<file path="src/rtl/spi_master_ctrl.sv">
// SPI master (mode 0) for the mtc0/mfc0 SPI ops. It shifts a register-file
// word out MSB first while clocking a word in. The CPU is stalled from the
// accepting IDLE cycle through SHIFT, and released for one DONE cycle.

`ifndef W_SPI_CTRL
`define W_SPI_CTRL 2
`endif
`ifndef SPI_NOP
`define SPI_NOP 2'd0
`endif
`ifndef MOSI
`define MOSI 2'd1
`endif
`ifndef MISO
`define MISO 2'd2
`endif
`ifndef W_CPU
`define W_CPU 32
`endif

module spi_master_ctrl #(
  parameter int W_DATA  = `W_CPU,
  parameter int CLK_DIV = 4
) (
  input  logic                   clk,
  input  logic                   rst,
  input  logic [`W_SPI_CTRL-1:0] spi_ctrl,
  input  logic [W_DATA-1:0]      wdata,
  output logic [W_DATA-1:0]      rdata,
  output logic                   stall,
  output logic                   busy,
  output logic                   sclk,
  output logic                   mosi,
  input  logic                   miso,
  output logic                   cs_n
);

  localparam int DIV_W = (CLK_DIV > 1) ? $clog2(CLK_DIV) : 1;
  localparam int BIT_W = $clog2(W_DATA + 1);

  typedef enum logic [1:0] {IDLE, SHIFT, DONE} state_t;

  state_t             state, state_nxt;
  logic [DIV_W-1:0]   div_cnt;
  logic [BIT_W-1:0]   bit_cnt;
  logic [W_DATA-1:0]  tx_sh;   // bits still to send, next one at MSB
  logic [W_DATA-1:0]  rx_sh;
  logic               is_mosi, req, div_tc, last_fall;

  // Encodings other than MOSI/MISO fall through as NOP.
  assign is_mosi   = (spi_ctrl == `MOSI);
  assign req       = is_mosi || (spi_ctrl == `MISO);
  assign div_tc    = (div_cnt == DIV_W'(CLK_DIV - 1));
  assign last_fall = div_tc && sclk && (bit_cnt == BIT_W'(W_DATA));
  assign busy      = (state != IDLE);

  // State register.
  always_ff @(posedge clk or posedge rst) begin
    if (rst) state <= IDLE;
    else     state <= state_nxt;
  end

  // Next state and stall; DONE ignores spi_ctrl since the instruction is still present.
  always_comb begin
    state_nxt = state;
    stall     = 1'b0;
    case (state)
      IDLE: begin
        stall = req;
        if (req) state_nxt = SHIFT;
      end
      SHIFT: begin
        stall = 1'b1;
        if (last_fall) state_nxt = DONE;
      end
      DONE:    state_nxt = IDLE;
      default: state_nxt = IDLE;
    endcase
  end

  // Bus datapath: divider, sclk generation, shift registers and the rdata latch.
  always_ff @(posedge clk or posedge rst) begin
    if (rst) begin
      div_cnt <= '0;
      bit_cnt <= '0;
      tx_sh   <= '0;
      rx_sh   <= '0;
      rdata   <= '0;
      sclk    <= 1'b0;
      mosi    <= 1'b0;
      cs_n    <= 1'b1;
    end else begin
      case (state)
        IDLE: begin
          if (req) begin
            // MISO transmits zeros; first bit goes out before the first rise.
            tx_sh   <= is_mosi ? {wdata[W_DATA-2:0], 1'b0} : '0;
            mosi    <= is_mosi & wdata[W_DATA-1];
            cs_n    <= 1'b0;
            sclk    <= 1'b0;
            div_cnt <= '0;
            bit_cnt <= '0;
            rx_sh   <= '0;
          end
        end
        SHIFT: begin
          if (div_tc) begin
            div_cnt <= '0;
            sclk    <= ~sclk;
            if (!sclk) begin
              // Rising edge: sample the slave.
              rx_sh   <= {rx_sh[W_DATA-2:0], miso};
              bit_cnt <= bit_cnt + BIT_W'(1);
            end else if (bit_cnt != BIT_W'(W_DATA)) begin
              // Falling edge: present the next bit.
              mosi  <= tx_sh[W_DATA-1];
              tx_sh <= {tx_sh[W_DATA-2:0], 1'b0};
            end else begin
              // Final falling edge closes the frame.
              rdata <= rx_sh;
              cs_n  <= 1'b1;
              mosi  <= 1'b0;
            end
          end else begin
            div_cnt <= div_cnt + DIV_W'(1);
          end
        end
        default: ;
      endcase
    end
  end

endmodule

</file>
<file path="config.mk">
export PLATFORM = sky130hd
export DESIGN_NAME = spi_master_ctrl
export DESIGN_NICKNAME = d
export VERILOG_FILES = /design/src/rtl/spi_master_ctrl.sv
export SDC_FILE = /design/constraint.sdc
export NUM_CORES = 1
export LEC_CHECK = 0
export BUFFER_PORTS_ARGS = -buffer_cell sky130_fd_sc_hd__buf_2
export CAP_MARGIN = 20
export CORE_MARGIN = 2
export CORE_UTILIZATION = 40
export CTS_CLUSTER_DIAMETER = 200
export DETAILED_ROUTE_END_ITERATION = 8
export PLACE_DENSITY = 0.56
export SYNTH_ARGS = -nofsm -noshare
export SYNTH_HDL_FRONTEND = slang
export SYNTH_SLANG_ARGS = --single-unit
</file>
<file path="constraint.sdc">
create_clock -name clk -period 6.5 [get_ports clk]
set_clock_uncertainty 0.05 [all_clocks]
set_input_delay 0 -clock clk [delete_from_list [all_inputs] [get_ports clk]]
set_output_delay 0 -clock clk [all_outputs]
set_load 0.01 [all_outputs]
</file>
==> results.sh, run 1 <==
export IMPL_hold_class="in2reg"
export IMPL_slew_viol_final=0
export IMPL_wire_per_inst_um=16.4
export IMPL_cp_end_kind="register"
export IMPL_stdcell_area_sq_um=5690
export IMPL_dieArea_sq_um=12200
export IMPL_grt_max_degree=86
export IMPL_required_ns=6.71
export IMPL_cts_tree="yes"
export IMPL_ys_seq_elements=108
export IMPL_rsz0062_at_grt="no"
export IMPL_status="finished, final reports clean"
export IMPL_ir_worst_vdd_v=0.000181
export IMPL_ys_async_sr_fraction_pct=100
export IMPL_critPathMaxFanout=37
export IMPL_routed_via_density=5.30
export IMPL_hold_worst_slack_ns=0.0962
export IMPL_clock_latency_ns=0.33
export IMPL_multi_input_area_sq_um=1690
export IMPL_ys_flop_type="dfrtp_1"
export IMPL_startpoint="div_cnt[0]"
export IMPL_finish_utilization_pct=52.1
export IMPL_criticalPathCategory="reg2reg"
export IMPL_yosysWarnings=0
export IMPL_drtAntennaViolNets=0
export IMPL_core_area_sq_um=10900
export IMPL_max_slew_worst_pin_slew_ns=0.859
export IMPL_rows=38
export IMPL_cts_repair_resized=0
export IMPL_post_route_min_period_ns=2.55
export IMPL_regArea_sq_um=2700
export IMPL_h_tree_depth=3
export IMPL_ios=74
export IMPL_gp_congestion=0.708
export IMPL_area_growth_syn_to_layout_pct=25.6
export IMPL_leakage_nw=2.94
export IMPL_antenna_found_initial=0
export IMPL_fillers=956
export IMPL_drive_gt1_share_pct=32.8
export IMPL_cap_violations=0
export IMPL_min_period_over_period_pct=39.3
export IMPL_setup_tns_ns=0
export IMPL_clkTransAtPathRegs_ns=0.07
export IMPL_grt_pass1_vias=3124
export IMPL_syn_area_per_cell_sq_um=14.3
export IMPL_wl_mm=9.24
export IMPL_clockBufferDepth=2
export IMPL_max_freq_ghz=0.392
export IMPL_syn_nets=359
export IMPL_timing_rr_start="div_cnt[0]"
export IMPL_cts_sinks=108
export IMPL_grt_overflow=0
export IMPL_drt_iter0_drc=191
export IMPL_syn_inst=318
export IMPL_final_nets=460
export IMPL_die_w_um=110
export IMPL_root_buffer="clkbuf_16"
export IMPL_placed_area_sq_um=4980
export IMPL_ys_types=36
export IMPL_diodes=0
export IMPL_setup_viol_count_final=0
export IMPL_hold_start="spi_ctrl[0]"
export IMPL_synthesis_area_sq_um=4530
export IMPL_dp_hpwl_mm=5.39
export IMPL_drc_errors=0
export IMPL_hold_viol=0
export IMPL_first_pass_iters=4
export IMPL_cp_start_kind="register"
export IMPL_cts_buffers=9
export IMPL_dr_total_vias=2990
export IMPL_grt_use_total_pct=15.5
export IMPL_start_util_pct=41.5
export IMPL_p_per_area_nw_per_um2=349
export IMPL_power_mw=1.99
export IMPL_die_h_um=110
export IMPL_synth_edf_count=0
export IMPL_grt_pass1_wl_mm=15.8
export IMPL_slew_headroom_pct=42.6
export IMPL_port_buffers=73
export IMPL_ys_seq_area_share_pct=59.6
export IMPL_cp_arrival_ns=2.77
## metal layers
metal / part of all wire (%) / up-vias / wire [um] / GRT usage (%)
li1: - / 1408 / - / -
met1: 50 / 1488 / 4600 / 23.0
met2: 44 / 87 / 4090 / 22.7
met3: 5.1 / 7 / 467 / 3.90
met4: 0.89 / 0 / 82 / 4.25
met5: 0 / - / 0 / 0
## sequential cells by signal, summed over array words and instances, names as in the netlist
| register | cells |
|---|---|
| bit_cnt | 6 |
| cs_n | 1 |
| div_cnt | 2 |
| mosi | 1 |
| rdata | 32 |
| rx_sh | 32 |
| sclk | 1 |
| state | 2 |
| tx_sh | 31 |
## report_power, final
group          switching (mW)  total, mW  internal, mW
registers              0.0922      0.889         0.796
logic                   0.311      0.573         0.262
clock network           0.258      0.528         0.270
## cell type report
cell class | instances | area share, %
flip-flops and latches | 108 | 47.5
multi-input cells | 182 | 29.7
repair buffers | 113 | 14.2
clock buffers | 9 | 3.96
well taps | 140 | 3.08
clock inverters | 7 | 1.14
inverters | 5 | 0.374
## final timing paths
| check | cells past startpoint | end | slack, ns |
|---|---|---|---|
| setup / recovery | 5 | bit_cnt[4] | 3.95 |
| min in group asynchronous | 3 | tx_sh[19] | 0.13 |
| max in group asynchronous | 5 | rdata[2] | 5.25 |
| hold / removal | 4 | mosi | 0.1 |
| hold reg to reg | 1 | div_cnt[0] | 0.45 |
| setup reg to reg | 5 | bit_cnt[4] | 3.95 |
## Yosys cell counts, types with 2 or more instances
master,instances,area (sq um)
a22o_1,93,815
o21ai_0,4,20.0
nand2b_1,2,12.5
a31oi_1,2,12.5
nor2_1,3,11.3
dfrtp_1,107,2680
or3_1,2,12.5
inv_1,5,18.8
xor2_1,2,17.5
buf_2,11,55.1
ha_1,4,50.1
buf_6,3,33.8
nand3_1,8,40.0
mux2_2,3,33.8
a21oi_1,4,20.0
mux2_4,29,435
nand2_1,8,30.0
clkbuf_1,9,33.8
or2_2,2,12.5
## placed cells by master, fill, tap and decap left out, drive strengths merged, types with 2 or more instances in the layout
cell type    Yosys  layout
nand3            8       8
o21ai            5       5
nor2             4       4
and2             2       2
nand4            2       2
mux2            32      32
nand2            8       8
inv              5      10
a22o            93      93
buf             14      79
xor2             2       2
a31oi            2       2
dlygate4sd3      0      34
or3              2       2
nand2b           2       2
clkbuf           9       9
dfrtp          107     107
ha               4       4
a21oi            5       5
or2              3       3
## kinds of logic after synthesis
logic type | count (synthesis) | synth area share [%]
flops | 108 | 59.6
compound gates | 107 | 19.8
simple gates | 37 | 5.60
mux | 32 | 10.3
buf+inv | 28 | 3.12
fa+ha+maj | 4 | 1.10
xor+xnor | 2 | 0.386
## worst max-delay path, stage by stage (launching register included)
cell and delay (ns):
dfrtp_1 0.37, ha_1 0.33, and4bb_2 0.83, nor2_4 0.32
or3_1 0.43, a21oi_1 0.15
## per-stage QoR
step           cells  setup slack [ns]
6_report         564              3.95
5_1_grt          564              3.72
4_1_cts          561              3.90
3_5_place_dp     511              3.92
3_3_place_gp     511              3.94
2_1_floorplan    318              3.61
## timing repair
action	4_1_cts	5_1_grt
buffers inserted	0	0
hold buffers	34	0
hold endpoints to repair	56	0
endpoints found under the setup margin	0	0
(Power assumes the default switching activity.)
==> inputs of run 2 (changes only) <==
==> constraint.sdc (replaced) <==
create_clock -name clk -period 2.7 [get_ports clk]
set_clock_uncertainty 0.05 [all_clocks]
set_input_delay 0 -clock clk [delete_from_list [all_inputs] [get_ports clk]]
set_output_delay 0 -clock clk [all_outputs]
set_load 0.01 [all_outputs]
==> results.sh, run 2 (synthesis gave the netlist of run 1 again) <==
export IMPL_cts_sinks=108
export IMPL_leakage_nw=2.95
export IMPL_cp_arrival_ns=2.26
export IMPL_dp_hpwl_mm=5.72
export IMPL_critPathMaxFanout=19
export IMPL_cts_tree="yes"
export IMPL_slew_headroom_pct=62.9
export IMPL_final_common_cell="dfrtp_1"
export IMPL_max_freq_ghz=0.495
export IMPL_holdPathStages=4
export IMPL_dr_total_vias=3041
export IMPL_grt_pass1_vias=3139
export IMPL_rr_worst_depth=5
export IMPL_grt_use_total_pct=16.2
export IMPL_postCtsSetupRepairBufs=0
export IMPL_rows=38
export IMPL_h_tree_depth=3
export IMPL_required_ns=2.94
export IMPL_start_util_pct=41.5
export IMPL_area_growth_syn_to_layout_pct=26.2
export IMPL_cts_buffers=9
export IMPL_cp_start_kind="register"
export IMPL_routed_via_density=5.34
export IMPL_antenna_found_initial=0
export IMPL_startpoint="div_cnt[0]"
export IMPL_hold_class="in2reg"
export IMPL_criticalPathCategory="reg2reg"
export IMPL_wire_per_inst_um=16.7
export IMPL_power_mw=4.86
export IMPL_hold_start="spi_ctrl[0]"
export IMPL_clkTransAtPathRegs_ns=0.07
export IMPL_hold_viol=0
export IMPL_grt_overflow=0
export IMPL_dieArea_sq_um=12200
export IMPL_multi_input_area_sq_um=1690
export IMPL_cap_violations=0
export IMPL_wl_mm=9.51
export IMPL_ir_worst_vdd_v=0.000489
export IMPL_rr_endpoint="rx_sh[15]"
export IMPL_status="finished, final reports clean"
export IMPL_grt_max_degree=37
export IMPL_min_period_over_period_pct=74.9
export IMPL_max_slew_worst_pin_slew_ns=0.555
export IMPL_drc_errors=0
export IMPL_clockBufferDepth=2
export IMPL_slew_viol_final=0
export IMPL_layout_common_cells="dfrtp_1, a22o_1, buf_2, dlygate4sd3_1, mux2_4"
export IMPL_port_buffers=73
export IMPL_fillers=962
export IMPL_grt_pass1_wl_mm=16.3
export IMPL_root_buffer="clkbuf_16"
export IMPL_cp_end_kind="register"
export IMPL_drtAntennaViolNets=0
export IMPL_ios=74
export IMPL_first_pass_iters=5
export IMPL_setup_tns_ns=0
export IMPL_diodes=0
export IMPL_regArea_sq_um=2700
export IMPL_die_w_um=110
export IMPL_top_regs="rdata (32), rx_sh (32), tx_sh (31)"
export IMPL_rrSetupSlack_ns=0.68
export IMPL_drive_gt1_share_pct=33.6
export IMPL_drt_iter0_drc=199
export IMPL_p_per_area_nw_per_um2=850
export IMPL_rsz0062_at_grt="no"
export IMPL_die_h_um=110
export IMPL_hold_end="mosi"
export IMPL_post_route_min_period_ns=2.02
export IMPL_gp_congestion=0.724
export IMPL_clock_latency_ns=0.35
export IMPL_setup_viol_count_final=0
export IMPL_timing_rr_start="div_cnt[0]"
export IMPL_core_area_sq_um=10900
export IMPL_final_nets=465
==> run 2: cell count changes in the layout (fill, tap and decap cells not counted), sizes merged <==
| cell | change |
|---|---|
| bufinv | +1 |
| clkinvlp | +2 |
| buf | +5 |
| inv | -3 |
==> run 2: cell type report <==
cell class	instances	share of cell area [%]
Tap cell	140	3.06
Inverter	5	0.394
Clock buffer	9	3.94
Sequential cell	108	47.3
Timing Repair Buffer	118	14.3
Multi-Input combinational cell	182	29.6
Clock inverter	7	1.42
==> run 2: through the flow <==
stage / instances / util, % / hold WS (ns) / setup WS, ns / area, sq um
2_1_floorplan: 318 / - / 0.0899 / 0.894 / 4540
3_3_place_gp: 518 / 46.2 / 0.0406 / 0.542 / 5050
3_5_place_dp: 518 / 46.2 / 0.0422 / 0.503 / 5050
4_1_cts: 568 / 52.1 / 0.0652 / 0.474 / 5690
5_1_grt: 569 / 52.3 / 0.0835 / 0.557 / 5720
6_report: 569 / 52.3 / 0.0854 / 0.679 / 5720
==> run 2: per-layer routing <==
| layer | track usage (%) | wire (um) | up-vias |
|---|---|---|---|
| li1 | - | - | 1421 |
| met1 | 23.3 | 4660 | 1536 |
| met2 | 24.1 | 4200 | 79 |
| met3 | 5.38 | 607 | 5 |
| met4 | 3.00 | 38 | 0 |
| met5 | 0 | 0 | - |
==> run 2: timing repair <==
item	4_1_cts	5_1_grt
hold buffers	34	0
resized for setup	0	0
endpoints found under the hold margin	53	0
==> run 2: worst max path at each step <==
stage                      end  cells after the start
floorplan            rdata[10]                      7
global placement     tx_sh[20]                      4
detailed placement   tx_sh[14]                      4
CTS                  tx_sh[14]                      4
global route        bit_cnt[3]                      6
finish               rx_sh[15]                      5
==> run 2: where the power goes <==
part | switching [mW] | total, mW | internal [mW]
registers | 0.229 | 2.15 | 1.92
logic | 0.736 | 1.36 | 0.620
clock network | 0.626 | 1.36 | 0.735
total | 1.59 | 4.86 | 3.27
==> run 2: worst max-delay path, stage by stage, from the launching register on <==
cell and delay (ns):
dfrtp_1 0.41, ha_1 0.32, and4bb_2 0.30, nor2_4 0.38, buf_4 0.33, a22o_1 0.16
==> inputs of run 3 (changes only) <==
--- a/config.mk
+++ b/config.mk
@@ -5,6 +5,7 @@
 export SDC_FILE = /design/constraint.sdc
 export NUM_CORES = 1
 export LEC_CHECK = 0
+export ABC_AREA = 1
 export BUFFER_PORTS_ARGS = -buffer_cell sky130_fd_sc_hd__buf_2
 export CAP_MARGIN = 20
 export CORE_MARGIN = 2
==> constraint.sdc (replaced) <==
create_clock -name clk -period 2 [get_ports clk]
set_clock_uncertainty 0.05 [all_clocks]
set_input_delay 0 -clock clk [delete_from_list [all_inputs] [get_ports clk]]
set_output_delay 0 -clock clk [all_outputs]
set_load 0.01 [all_outputs]
==> results.sh, run 3 <==
export IMPL_status="finished, final reports clean"
export IMPL_instances_no_fill=836
export IMPL_ys_flop_type="dfrtp_1"
export IMPL_power_mw=4.02
export IMPL_criticalPathCategory="reg2reg"
export IMPL_synth_edf_count=0
export IMPL_top_regs="rdata (32), rx_sh (32), tx_sh (31)"
export IMPL_postCtsSetupRepairBufs=0
export IMPL_p_per_area_nw_per_um2=667
export IMPL_drtAntennaViolNets=0
export IMPL_grt_use_total_pct=17.3
export IMPL_synth_top_area_cell="dfrtp_1"
export IMPL_clock_latency_ns=0.35
export IMPL_hold_viol=0
export IMPL_leakage_nw=3.49
export IMPL_cap_violations=0
export IMPL_final_common_cell="nand2_1"
export IMPL_ys_types=25
export IMPL_max_slew_worst_pin_slew_ns=0.610
export IMPL_cp_start_kind="register"
export IMPL_synth_top_cell_area_share_pct=55.0
export IMPL_syn_nets=623
export IMPL_setup_tns_ns=0
export IMPL_rr_worst_depth=9
export IMPL_cts_repair_resized=0
export IMPL_drt_iter0_drc=248
export IMPL_cts_buffers=9
export IMPL_gp_congestion=0.818
export IMPL_dp_hpwl_mm=6.78
export IMPL_setup_viol_count_final=0
export IMPL_ys_seq_area_share_pct=55.5
export IMPL_ir_worst_vdd_v=0.000364
export IMPL_yosysWarnings=0
export IMPL_die_h_um=114
export IMPL_fillers=1142
export IMPL_clkTransAtPathRegs_ns=0.07
export IMPL_finish_utilization_pct=50.4
export IMPL_grt_pass1_wl_mm=17.9
export IMPL_ios=74
export IMPL_syn_inst=582
export IMPL_grt_overflow=0
export IMPL_diodes=0
export IMPL_cp_arrival_ns=1.90
export IMPL_required_ns=2.19
export IMPL_max_freq_ghz=0.583
export IMPL_syn_area_per_cell_sq_um=8.37
export IMPL_drc_errors=0
export IMPL_netlist_top_cells_count="nand2_1, dfrtp_1, nand3_1"
export IMPL_slew_headroom_pct=59.2
export IMPL_core_area_sq_um=12000
export IMPL_routed_via_density=4.71
export IMPL_ys_seq_elements=108
export IMPL_first_pass_iters=4
export IMPL_drive_gt1_share_pct=17.4
export IMPL_antenna_found_initial=0
export IMPL_clockBufferDepth=2
export IMPL_dpl_cell_count=786
export IMPL_slew_viol_final=0
export IMPL_dieArea_sq_um=13100
export IMPL_post_route_min_period_ns=1.71
export IMPL_die_w_um=114
export IMPL_hold_class="in2reg"
export IMPL_synth_area_leaders="dfrtp_1, nand2_1, nand3_1"
export IMPL_holdPathStages=6
export IMPL_port_buffers=73
export IMPL_root_buffer="clkbuf_16"
export IMPL_critPathMaxFanout=58
export IMPL_final_nets=725
export IMPL_rsz0062_at_grt="no"
export IMPL_synth_most_common_cell="nand2_1"
export IMPL_cp_end_kind="register"
export IMPL_area_growth_syn_to_layout_pct=23.7
export IMPL_h_tree_depth=3
export IMPL_cts_sinks=108
export IMPL_min_period_over_period_pct=85.7
export IMPL_wl_mm=10.4
export IMPL_ys_async_sr_fraction_pct=100
export IMPL_rows=40
export IMPL_wire_per_inst_um=12.5
export IMPL_grt_pass1_vias=3884
export IMPL_start_util_pct=40.7
export IMPL_synthesis_area_sq_um=4870
export IMPL_cts_tree="yes"
export IMPL_dr_total_vias=3938
export IMPL_grt_max_degree=59
export IMPL_layout_common_cells="nand2_1, dfrtp_1, nand3_1, buf_2, inv_1"
export IMPL_cts_hold_buf=34
## run 3: changes by cell type in the layout (fill, tap and decap cells not counted), moves of 29 or more
cell,change
inv_1,+48
nand2_1,+210
o21ai_0,+39
mux2_4,-29
nand3_1,+70
a22o_1,-93
## run 3: stage by stage
| stage | worst slack [ns] | hold WS (ns) | instance area (sq um) |
|---|---|---|---|
| 6_report | 0.286 | 0.159 | 6030 |
| 5_1_grt | 0.0585 | 0.219 | 6030 |
| 4_1_cts | 0.239 | 0.140 | 6030 |
| 3_5_place_dp | 0.218 | 0.0284 | 5410 |
| 3_3_place_gp | 0.310 | 0.0196 | 5410 |
| 2_1_floorplan | 0.475 | 0.0666 | 4870 |
## run 3: final cells by class
cell class / count / area [sq um] / area share (%)
Sequential cell: 108 / 2700 / 44.9
Multi-Input combinational cell: 387 / 1730 / 28.8
Timing Repair Buffer: 124 / 921 / 15.3
Clock buffer: 9 / 225 / 3.74
Inverter: 54 / 206 / 3.43
Tap cell: 147 / 184 / 3.05
Clock inverter: 7 / 53.8 / 0.893
## run 3: kinds of logic (layout without fill, tap and decap cells)
group	count (synthesis)	count (layout)	synth area share (%)
AOI/OAI and AO/OA	73	73	7.86
adders and majority gates	4	4	1.03
buffers and inverters	87	194	8.91
DFF	108	108	55.5
and+or+nand+nor	310	310	26.7
## run 3: worst max-delay path, cell delays in order (launching register included)
cell	delay, ns
dfrtp_1	0.40
inv_1	0.06
ha_1	0.17
nand3_1	0.14
nor2_4	0.06
nand3_2	0.05
buf_4	0.44
inv_1	0.11
nand2_1	0.08
nand2_1	0.05
## run 3: path summary, 6_finish.rpt
check | start | end | slack, ns
hold / removal | spi_ctrl[0] | mosi | 0.16
min in group asynchronous | rst | tx_sh[24] | 0.19
setup reg to reg | bit_cnt[1] | rdata[31] | 0.29
hold reg to reg | tx_sh[14] | tx_sh[14] | 0.42
setup / recovery | bit_cnt[1] | rdata[31] | 0.29
max in group asynchronous | rst | cs_n | 1.05
## run 3: per-layer routing
layer,track usage (%),wire [um],up-vias
met2,28.5,4890,80
li1,-,-,2045
met3,3.76,447,9
met5,0,0,-
met1,22.2,4990,1804
met4,7.07,116,0
## run 3: power breakdown
group	switching [mW]	internal, mW	total [mW]
Sequential	0.00308	2.19	2.19
Clock	0.813	0.849	1.66
Combinational	0.0805	0.0840	0.164
